<file path="src/rtl/reset_sequencer.sv">
// Reset sequencer: synchronises the pin reset, holds all domains in reset
// while the clock runs, then releases the domains one after another.
// A soft-reset request restarts the sequence. rst_cause records whether the
// last reset came from the pin (0) or from a soft request (1).
//
// state   | meaning
// HOLD    | all channels asserted, counter counting up from T0
// RELEASE | channels dropping one at a time, lowest index first
// RUN     | every channel released, counter saturated
module reset_sequencer #(
  parameter int NUM_OUT     = 4,
  parameter int SYNC_STAGES = 2,
  parameter int HOLD_CYCLES = 8,
  parameter int STAGGER     = 1
) (
  input  logic               clk,
  input  logic               reset_in,
  input  logic               soft_rst_req,
  output logic [NUM_OUT-1:0] reset_out_p,
  output logic [NUM_OUT-1:0] reset_out_n,
  output logic               sys_ready,
  output logic               rst_cause
);

  localparam int CW = $clog2(HOLD_CYCLES + NUM_OUT*STAGGER + 1);
  localparam logic [CW-1:0] CNT_HOLD = CW'(HOLD_CYCLES);
  localparam logic [CW-1:0] CNT_LAST = CW'(HOLD_CYCLES + (NUM_OUT-1)*STAGGER);
  localparam logic [CW-1:0] CNT_ONE  = CW'(1);

  typedef enum logic [1:0] {
    ST_HOLD    = 2'd0,
    ST_RELEASE = 2'd1,
    ST_RUN     = 2'd2
  } state_e;

  logic [SYNC_STAGES-1:0] sync_q, sync_d;
  logic                   sync_out;
  logic                   soft_hit;

  state_e                 state_q, state_d;
  logic [CW-1:0]          cnt_q, cnt_d;
  logic [NUM_OUT-1:0]     rst_p_q, rst_p_d;
  logic                   ready_q, ready_d;
  logic                   cause_q, cause_d;

  // Synchroniser input side: shift a constant 1 in behind the pin release.
  always_comb begin
    sync_d = {sync_q[SYNC_STAGES-2:0], 1'b1};
  end

  // Synchroniser chain: cleared asynchronously, released synchronously.
  always_ff @(posedge clk or negedge reset_in) begin
    if (!reset_in) begin
      sync_q <= '0;
    end else begin
      sync_q <= sync_d;
    end
  end

  assign sync_out = sync_q[SYNC_STAGES-1];
  // Soft requests are ignored until the synchroniser has released, so a
  // request overlapping a pin reset leaves the cause as pin.
  assign soft_hit = sync_out & soft_rst_req;

  // State register plus all output flops.
  always_ff @(posedge clk or negedge reset_in) begin
    if (!reset_in) begin
      state_q <= ST_HOLD;
      cnt_q   <= '0;
      rst_p_q <= '1;
      ready_q <= 1'b0;
      cause_q <= 1'b0;
    end else begin
      state_q <= state_d;
      cnt_q   <= cnt_d;
      rst_p_q <= rst_p_d;
      ready_q <= ready_d;
      cause_q <= cause_d;
    end
  end

  // Next state and counter; the counter is zero on the T0 edge.
  always_comb begin
    state_d = state_q;
    cnt_d   = cnt_q;
    if (!sync_out || soft_hit) begin
      state_d = ST_HOLD;
      cnt_d   = '0;
    end else begin
      case (state_q)
        ST_HOLD, ST_RELEASE: begin
          cnt_d = cnt_q + CNT_ONE;
          if (cnt_d == CNT_LAST) begin
            state_d = ST_RUN;
          end else if (cnt_d == CNT_HOLD) begin
            state_d = ST_RELEASE;
          end
        end
        ST_RUN: begin
          cnt_d = CNT_LAST;
        end
        default: begin
          state_d = ST_HOLD;
          cnt_d   = '0;
        end
      endcase
    end
  end

  // Output decode from the next-state values so the outputs sit on flops.
  always_comb begin
    rst_p_d = '1;
    for (int k = 0; k < NUM_OUT; k++) begin
      rst_p_d[k] = (cnt_d < CW'(HOLD_CYCLES + k*STAGGER));
    end
    ready_d = (state_d == ST_RUN);
    cause_d = soft_hit ? 1'b1 : cause_q;
  end

  assign reset_out_p = rst_p_q;
  assign reset_out_n = ~rst_p_q;
  assign sys_ready   = ready_q;
  assign rst_cause   = cause_q;

endmodule
</file>
<file path="config.mk">
export PLATFORM = sky130hd
export DESIGN_NAME = reset_sequencer
export DESIGN_NICKNAME = d
export VERILOG_FILES = /design/src/rtl/reset_sequencer.sv
export SDC_FILE = /design/constraint.sdc
export NUM_CORES = 1
export LEC_CHECK = 0
export BUFFER_PORTS_ARGS = -buffer_cell sky130_fd_sc_hd__buf_2
export CAP_MARGIN = 10
export CORE_AREA = 2 2 39 41
export CTS_BUF_LIST = sky130_fd_sc_hd__clkbuf_8
export CTS_CLUSTER_DIAMETER = 30
export CTS_CLUSTER_SIZE = 30
export DETAILED_ROUTE_END_ITERATION = 16
export DIE_AREA = 0 0 41 43
export GPL_ROUTABILITY_DRIVEN = 1
export PLACE_DENSITY = 0.72
export SYNTH_ARGS = -nofsm -noshare
export SYNTH_HDL_FRONTEND = slang
export SYNTH_SLANG_ARGS = --single-unit
</file>
<file path="constraint.sdc">
create_clock -name clk -period 2.5 [get_ports clk]
set_input_delay 0.625 -clock clk [delete_from_list [all_inputs] [get_ports clk]]
set_output_delay 0.625 -clock clk [all_outputs]
set_load 0.005 [all_outputs]
</file>
# After elaboration in Yosys (flattened, before gate mapping)
# Cells that the tools add are included.
# word_totals
ff_bits,14
latch_bits,0
ramBits,0
mem_bits_ro,0
in_bits,3
out_inout_bits,10
memories,0
# classes
n_addsub,1
n_mul,0
div_mod_pow,0
order_cmp,4
eq_ne,5
shift,0
muxes,6
bitwise,2
n_reduce_logical,4
# op_table
op,n
$lt 4x4->1 const B,4
$eq 4x4->1 const B,2
$pmux 4 s2,1
$mux 2,3
$add 4x1->4 const B,1
$eq 2x2->1 const B,2
$mux 4,1
$not 4->4,1
$pmux 2 s2,1
$eq 2x1->1 const B,1
$logic_not 2->1,1
$reduce_or 2->1,1
$and 1x1->1,1
$logic_not 1->1,1
$logic_or 1x1->1,1

# Longest topological paths before layout
# Gate-level depths: netlist of run 1.
# depth
word_depth,7
depth_mapped,5
ltp_nobuf,5

# Worst setup path before layout of run 1
# No wires, ideal clock.
# synth_path
path_type,input to register
from,in soft_rst_req
to,"reg rst_p_q[3], in the netlist reset_out_p[3]"
setup_time_ns,0.086
arrival_ns,1.244
slack_ns,1.170
stages,4
n_path_buf,0
path_cell_list,nand2b_1 > a21o_1 > a21oi_4 > o31ai_2
# synth_via
elab_chain_cells,4
# synth_rtl
element,line_no,rtl
start: declaration,18,"input logic soft_rst_req,"
$and 1x1->1,63,assign soft_hit = sync_out & soft_rst_req;
$logic_or 1x1->1,86,if (!sync_out || soft_hit) begin
$mux 4,86,
named net cnt_d[3],41,"logic [CW-1:0] cnt_q, cnt_d;"
$lt 4x4->1,114,rst_p_d[k] = (cnt_d < CW'(HOLD_CYCLES + k*STAGGER));
named net rst_p_d[3],42,"logic [NUM_OUT-1:0] rst_p_q, rst_p_d;"
end signal: assignment,76,rst_p_q <= rst_p_d;
end: declaration,42,
# The timed path passes the listed nets, and every way through them passes these cells.
# A chain may end at the register's enable or synchronous reset.

# Worst setup path after layout of run 1
# layout_path
from,"reg rst_p_q[3], in the netlist reset_out_p[3]"
to,out reset_out_n[3]
# layout_via
elab_chain_cells,1
# layout_rtl
element,line_no,rtl
$not 4->4,121,assign reset_out_n = ~rst_p_q;
end: declaration,20,"output logic [NUM_OUT-1:0] reset_out_n,"
# Every way passes these cells.

==> impl_metrics.toml, run 1 <==
[status]
status = "completed"

[global_routing]
grt_pass1_vias = 427
grt_pass1_wl_mm = 1.73
grt-ovfl-total = 0
grt_start_max_net_pins = 15
antenna_found_initial = 0
grt_usage_pct = 14.8

[power_and_ir_drop]
p_leak_nw = 0.376
p_per_area_nw_per_um2 = 575
ir_drop_mv = 0.374
fin_total_pwr_mw = 0.429

[finish]
drive_gt1_share_pct = 34.8
nNetsFinal = 76
area_growth_pct = 20.2
final_common_cell = "buf_2"
fin_area_um2 = 746
final_cell_mix = "12 x buf_2, 10 x dfrtp_1, 8 x inv_1"
multiInputGateArea_um2 = 239
fin_util_pct = 53.9
final_cells = 85
regArea_um2 = 355
antennaDiodeCount = 0
final.fill_count = 127

[synthesis]
yosys_warnings = 0
synth_cell_types = 25
avgSynthCellArea_um2 = 11.7
ys_ff_latch = 14
synth_seq_area_share_pct = 57.3
synth_nets = 59
syn-instance-count = 53
syn_area_um2 = 621

[timing]
max_freq_mhz = 653
min_period_ns = 1.53
skew_ns = 0.00204
tns_ns = 0
final_max_slew_viol_count = 0
rsz0062_at_grt = "false"
period_share_pct = 61.2
hold_ws_ns = 0.261
hold_viol = 0
setup_ws_ns = 0.969
setup_viol = 0

[drt]
antenna_left = 0
drc = 0
drtPass1Iterations = 4
routed_wl_um = 903
vias_per_cell = 4.79
first_iter_violations = 3
wl_per_cell_um = 10.6
vias = 407

[die]
core_area_um2 = 1380
row_count = 14
start_util_pct = 44.8
io_pins = 13
die_height_um = 43
die_w_um = 41
dieArea_um2 = 1760

[clock_tree]
htree_levels = 1
post_cts_resized = 0
clock_sinks = 14
numCtsBuffers = 3
clk_pin_slew_ns = 0.05
cts_tree = "yes"
insertion_delay_ns = 0.24
cts_root_buffer = "clkbuf_8"
cts_setup_buffers = 0
cts_buffer_depth = 2
hold_buffers = 0

[placed_design]
place_hpwl_um = 725
place_area_um2 = 701
pre_cts_slack_ns = 0.986
portBuffers = 12
gp_congestion = 0.804
dp_cells = 81

[critical_path]
cp.buffers_inverters = 2
cp_top_family = "flip-flops"
cp_slowest_cell = "dfstp_2"
critical_path_class = "flop to primary output"
crit_fanout = 2
end_kind = "primary output"
crit_chain = "inv_1, buf_2"
max_stage_delay_ns = 0.52
r2r_cells = 5
path_depth = 2
required_ns = 1.88
cp-start-kind = "flop"
critPathArrivalTime_ns = 0.91

[run]
cap_violations = 0

[min_path]
hold_class = "input pin to async pin"
==> Yosys cell counts <==
| library cell | number | share of area (%) |
|---|---|---|
| o21ai_1 | 1 | 0.81 |
| a21o_1 | 2 | 2.4 |
| a21bo_1 | 1 | 1.6 |
| dfrtp_1 | 10 | 40 |
| a21oi_2 | 1 | 1.4 |
| o21ai_2 | 1 | 1.4 |
| nand2_1 | 2 | 1.2 |
| a21oi_1 | 3 | 2.4 |
| o21a_1 | 1 | 1.2 |
| nor3b_1 | 1 | 1.2 |
| o21ai_0 | 1 | 0.81 |
| nand3_2 | 1 | 1.6 |
| xnor2_1 | 1 | 1.4 |
| inv_1 | 7 | 4.2 |
| conb_1 | 1 | 0.60 |
| xor2_1 | 1 | 1.4 |
| ha_1 | 3 | 6.0 |
| nand2b_1 | 2 | 2.0 |
| nor2_1 | 4 | 2.4 |
| nor2b_1 | 1 | 1.0 |
| o31ai_2 | 1 | 2.0 |
| a21oi_4 | 1 | 2.6 |
| o211a_1 | 1 | 1.6 |
| nand3b_1 | 1 | 1.2 |
| dfstp_2 | 4 | 17 |
==> per-layer routing <==
metal | GRT usage, % | vias up | wire, um
met5 | 0 | - | 0
met4 | 2.00 | 0 | 0
met2 | 22.2 | 13 | 450
met3 | 9.42 | 0 | 54
met1 | 18.2 | 192 | 399
li1 | - | 202 | -
==> worst register-to-register path, stage by stage, from the launching register on <==
cell and delay [ns]:
dfrtp_1 0.48, inv_1 0.12, ha_1 0.31, nor2b_1 0.17, o21ai_0 0.16, o21ai_2 0.14
==> final cells by class <==
cell class                      count  share of cell area [%]
Clock inverter                      1                   0.503
Tap cell                           16                    2.68
Multi-Input combinational cell     32                    32.0
Sequential cell                    14                    47.7
Inverter                            7                    3.52
Timing Repair Buffer               12                    8.05
Clock buffer                        3                    5.54
==> registers in the layout (all words and copies together), names as in the netlist <==
signal,flops
sync_q,2
state_q,2
rst_cause,1
cnt_q,4
reset_out_p,4
sys_ready,1
==> final timing paths <==
kind / slack (ns) / to / start
setup / recovery: 0.97 / reset_out_n[3] / reset_out_p[3]
hold / removal: 0.26 / rst_cause / reset_in
setup reg to reg: 1.06 / reset_out_p[1] / cnt_q[0]
hold reg to reg: 0.35 / sync_q[1] / sync_q[0]
max in group asynchronous: 1.96 / reset_out_p[2] / reset_in
min in group clk: 0.35 / sync_q[1] / sync_q[0]
==> cell families (layout without fill, tap and decap cells) <==
family                     after synthesis  after routing  synth area share (%)
xor gates and xnor gates                 2              2                  2.82
and+or+nand+nor                         12             12                  10.7
DFF                                     14             14                  57.3
adders and majority gates                3              3                  6.05
other                                    1              1                 0.604
AOI/OAI and AO/OA                       14             14                  18.3
buffers and inverters                    7             23                  4.23
==> power breakdown <==
part / total, mW / switching, mW / internal (mW)
Combinational: 0.0168 / 0.0115 / 0.00531
Sequential: 0.234 / 0.00367 / 0.230
Clock: 0.178 / 0.0698 / 0.108
Power figures use the tool's default switching activity.
==> run 2: changes to the inputs <==
--- a/config.mk
+++ b/config.mk
@@ -14,7 +14,7 @@
 export DETAILED_ROUTE_END_ITERATION = 16
 export DIE_AREA = 0 0 41 43
 export GPL_ROUTABILITY_DRIVEN = 1
-export PLACE_DENSITY = 0.72
+export PLACE_DENSITY = 0.74
 export SYNTH_ARGS = -nofsm -noshare
 export SYNTH_HDL_FRONTEND = slang
 export SYNTH_SLANG_ARGS = --single-unit
==> constraint.sdc (replaced) <==
create_clock -name clk -period 1.4 [get_ports clk]
set_input_delay 0.35 -clock clk [delete_from_list [all_inputs] [get_ports clk]]
set_output_delay 0.35 -clock clk [all_outputs]
set_load 0.005 [all_outputs]
==> impl_metrics.toml, run 2 (same netlist as run 1, synthesis figures left out) <==
[clock_tree]
numCtsBuffers = 3
cts_setup_buffers = 0
cts_tree = "yes"
htree_levels = 1
clk_pin_slew_ns = 0.06
cts_buffer_depth = 2
clock_sinks = 14
cts_root_buffer = "clkbuf_8"
insertion_delay_ns = 0.25

[drt]
drc = 0
vias_per_cell = 4.99
routed_wl_mm = 1.05
first_iter_violations = 3
antenna_left = 0
drtPass1Iterations = 3
wl_per_cell_um = 11.9
vias = 439

[critical_path]
cp-start-kind = "flop"
end_kind = "flop"
r2r-start = "cnt_q[0]"
critical_path_class = "flop to flop"
critPathArrivalTime_ns = 1.44
crit_fanout = 5
r2r_cells = 5
required_ns = 1.53
rrSetupSlack_ns = 0.1
r2r_end = "state_q[0]"

[finish]
antennaDiodeCount = 0
area_growth_pct = 27.0
final_common_cell = "buf_2"
final.fill_count = 123
drive_gt1_share_pct = 40.3
nNetsFinal = 79
final_cell_mix = "12 x buf_2, 10 x dfrtp_1, 7 x inv_1"
fin_area_um2 = 788

[power_and_ir_drop]
p_int_mw = 0.675
p_leak_nw = 0.394
combPwrFrac_pct = 4.7
switching_power_mw = 0.174
p_clk_share_pct = 46.4
ir_drop_mv = 0.569
switching_share_pct = 20.5
p_per_area_nw_per_um2 = 1080
seq_power_share_pct = 48.9

[min_path]
hold_start = "soft_rst_req"
hold_class = "input pin to flop"
worstHoldEndpoint = "rst_cause"
hold_depth = 2

[die]
die_w_um = 41
start_util_pct = 44.8
row_count = 14
core_area_um2 = 1380
dieArea_um2 = 1760
io_pins = 13
die_height_um = 43

[global_routing]
grt_pass1_wl_mm = 1.77
grt_start_max_net_pins = 15
grt_usage_pct = 15.8
grt_pass1_vias = 418
grt-ovfl-total = 0
antenna_found_initial = 0

[timing]
tns_ns = 0
final_max_slew_viol_count = 0
setup_ws_ns = 0.0956
period_share_pct = 93.2
setup_viol = 0
hold_viol = 0
skew_ns = 0.00145
min_period_ns = 1.30
rsz0062_at_grt = "false"
max_freq_mhz = 767

[placed_design]
place_area_um2 = 716
portBuffers = 12
place_hpwl_um = 775
gp_congestion = 0.831
pre_cts_slack_ns = 0.0555

[status]
status = "completed"

[run]
cap_violations = 0
==> run 2: changes by cell type in the layout (fill, tap and decap cells not counted), sizes merged <==
cell,before,now
buf,12,14
inv,8,7
dlygate4sd3,0,1
clkbuf,3,4
==> run 2: power by group through the flow <==
stage	Combinational (mW)	Sequential, mW	Clock (mW)
CTS	0.0400	0.415	0.402
detailed placement	0.0377	0.422	0
global placement	0.0365	0.422	0
finish	0.0397	0.416	0.394
global route	0.0460	0.416	0.418
floorplan	0.0173	0.423	0
==> run 2: repair_timing <==
item / 4_1_cts / 5_1_grt
endpoints found under the hold margin: 10 / 0
endpoints found under the setup margin: 0 / 3
resized for setup: 0 / 3
hold buffers: 1 / 0
==> run 2: per-stage QoR <==
stage	hold slack, ns	std cells	total power, mW	utilization, %
after global placement	0.251	83	0.458	51.7
after CTS	0.333	88	0.857	56.4
after global routing	0.340	88	0.880	57.0
final	0.330	88	0.849	57.0
after floorplan	0.0544	53	0.440	-
after detailed placement	0.253	83	0.460	51.7
==> run 2: cell type report <==
class / count / area [um2] / share of cell area [%]
Clock buffer: 4 / 55.1 / 6.98
Inverter: 7 / 26.3 / 3.33
Multi-Input combinational cell: 32 / 246 / 31.3
Sequential cell: 14 / 355 / 45.1
Tap cell: 16 / 20.0 / 2.54
Timing Repair Buffer: 15 / 85.1 / 10.8
==> run 2: worst max-delay path by stage <==
stage,start,endpoint,slack (ns),cells after the start
2_1_floorplan,cnt_q[0],state_q[0],0.13,4
3_3_place_gp,cnt_q[0],state_q[0],0.07,4
3_5_place_dp,cnt_q[0],state_q[0],0.06,4
4_1_cts,cnt_q[0],state_q[1],0.04,4
5_1_grt,cnt_q[0],state_q[0],0.03,5
6_report,cnt_q[0],state_q[0],0.1,5
==> run 2: per-layer routing <==
layer  GRT usage, %  share of wire, %  vias up  wire [um]
li1               -                 -      208          -
met1           18.6                41      215        434
met2           24.7                51       14        537
met3           4.71               5.2        2         54
met4           8.00               2.0        0         21
met5              0                 0        -          0
==> run 2: critical path, cell delays in order, from the launching register on <==
cell	delay, ns
dfrtp_1	0.43
buf_4	0.17
a21bo_1	0.19
a21oi_2	0.14
o21ai_1	0.13
o211a_1	0.13
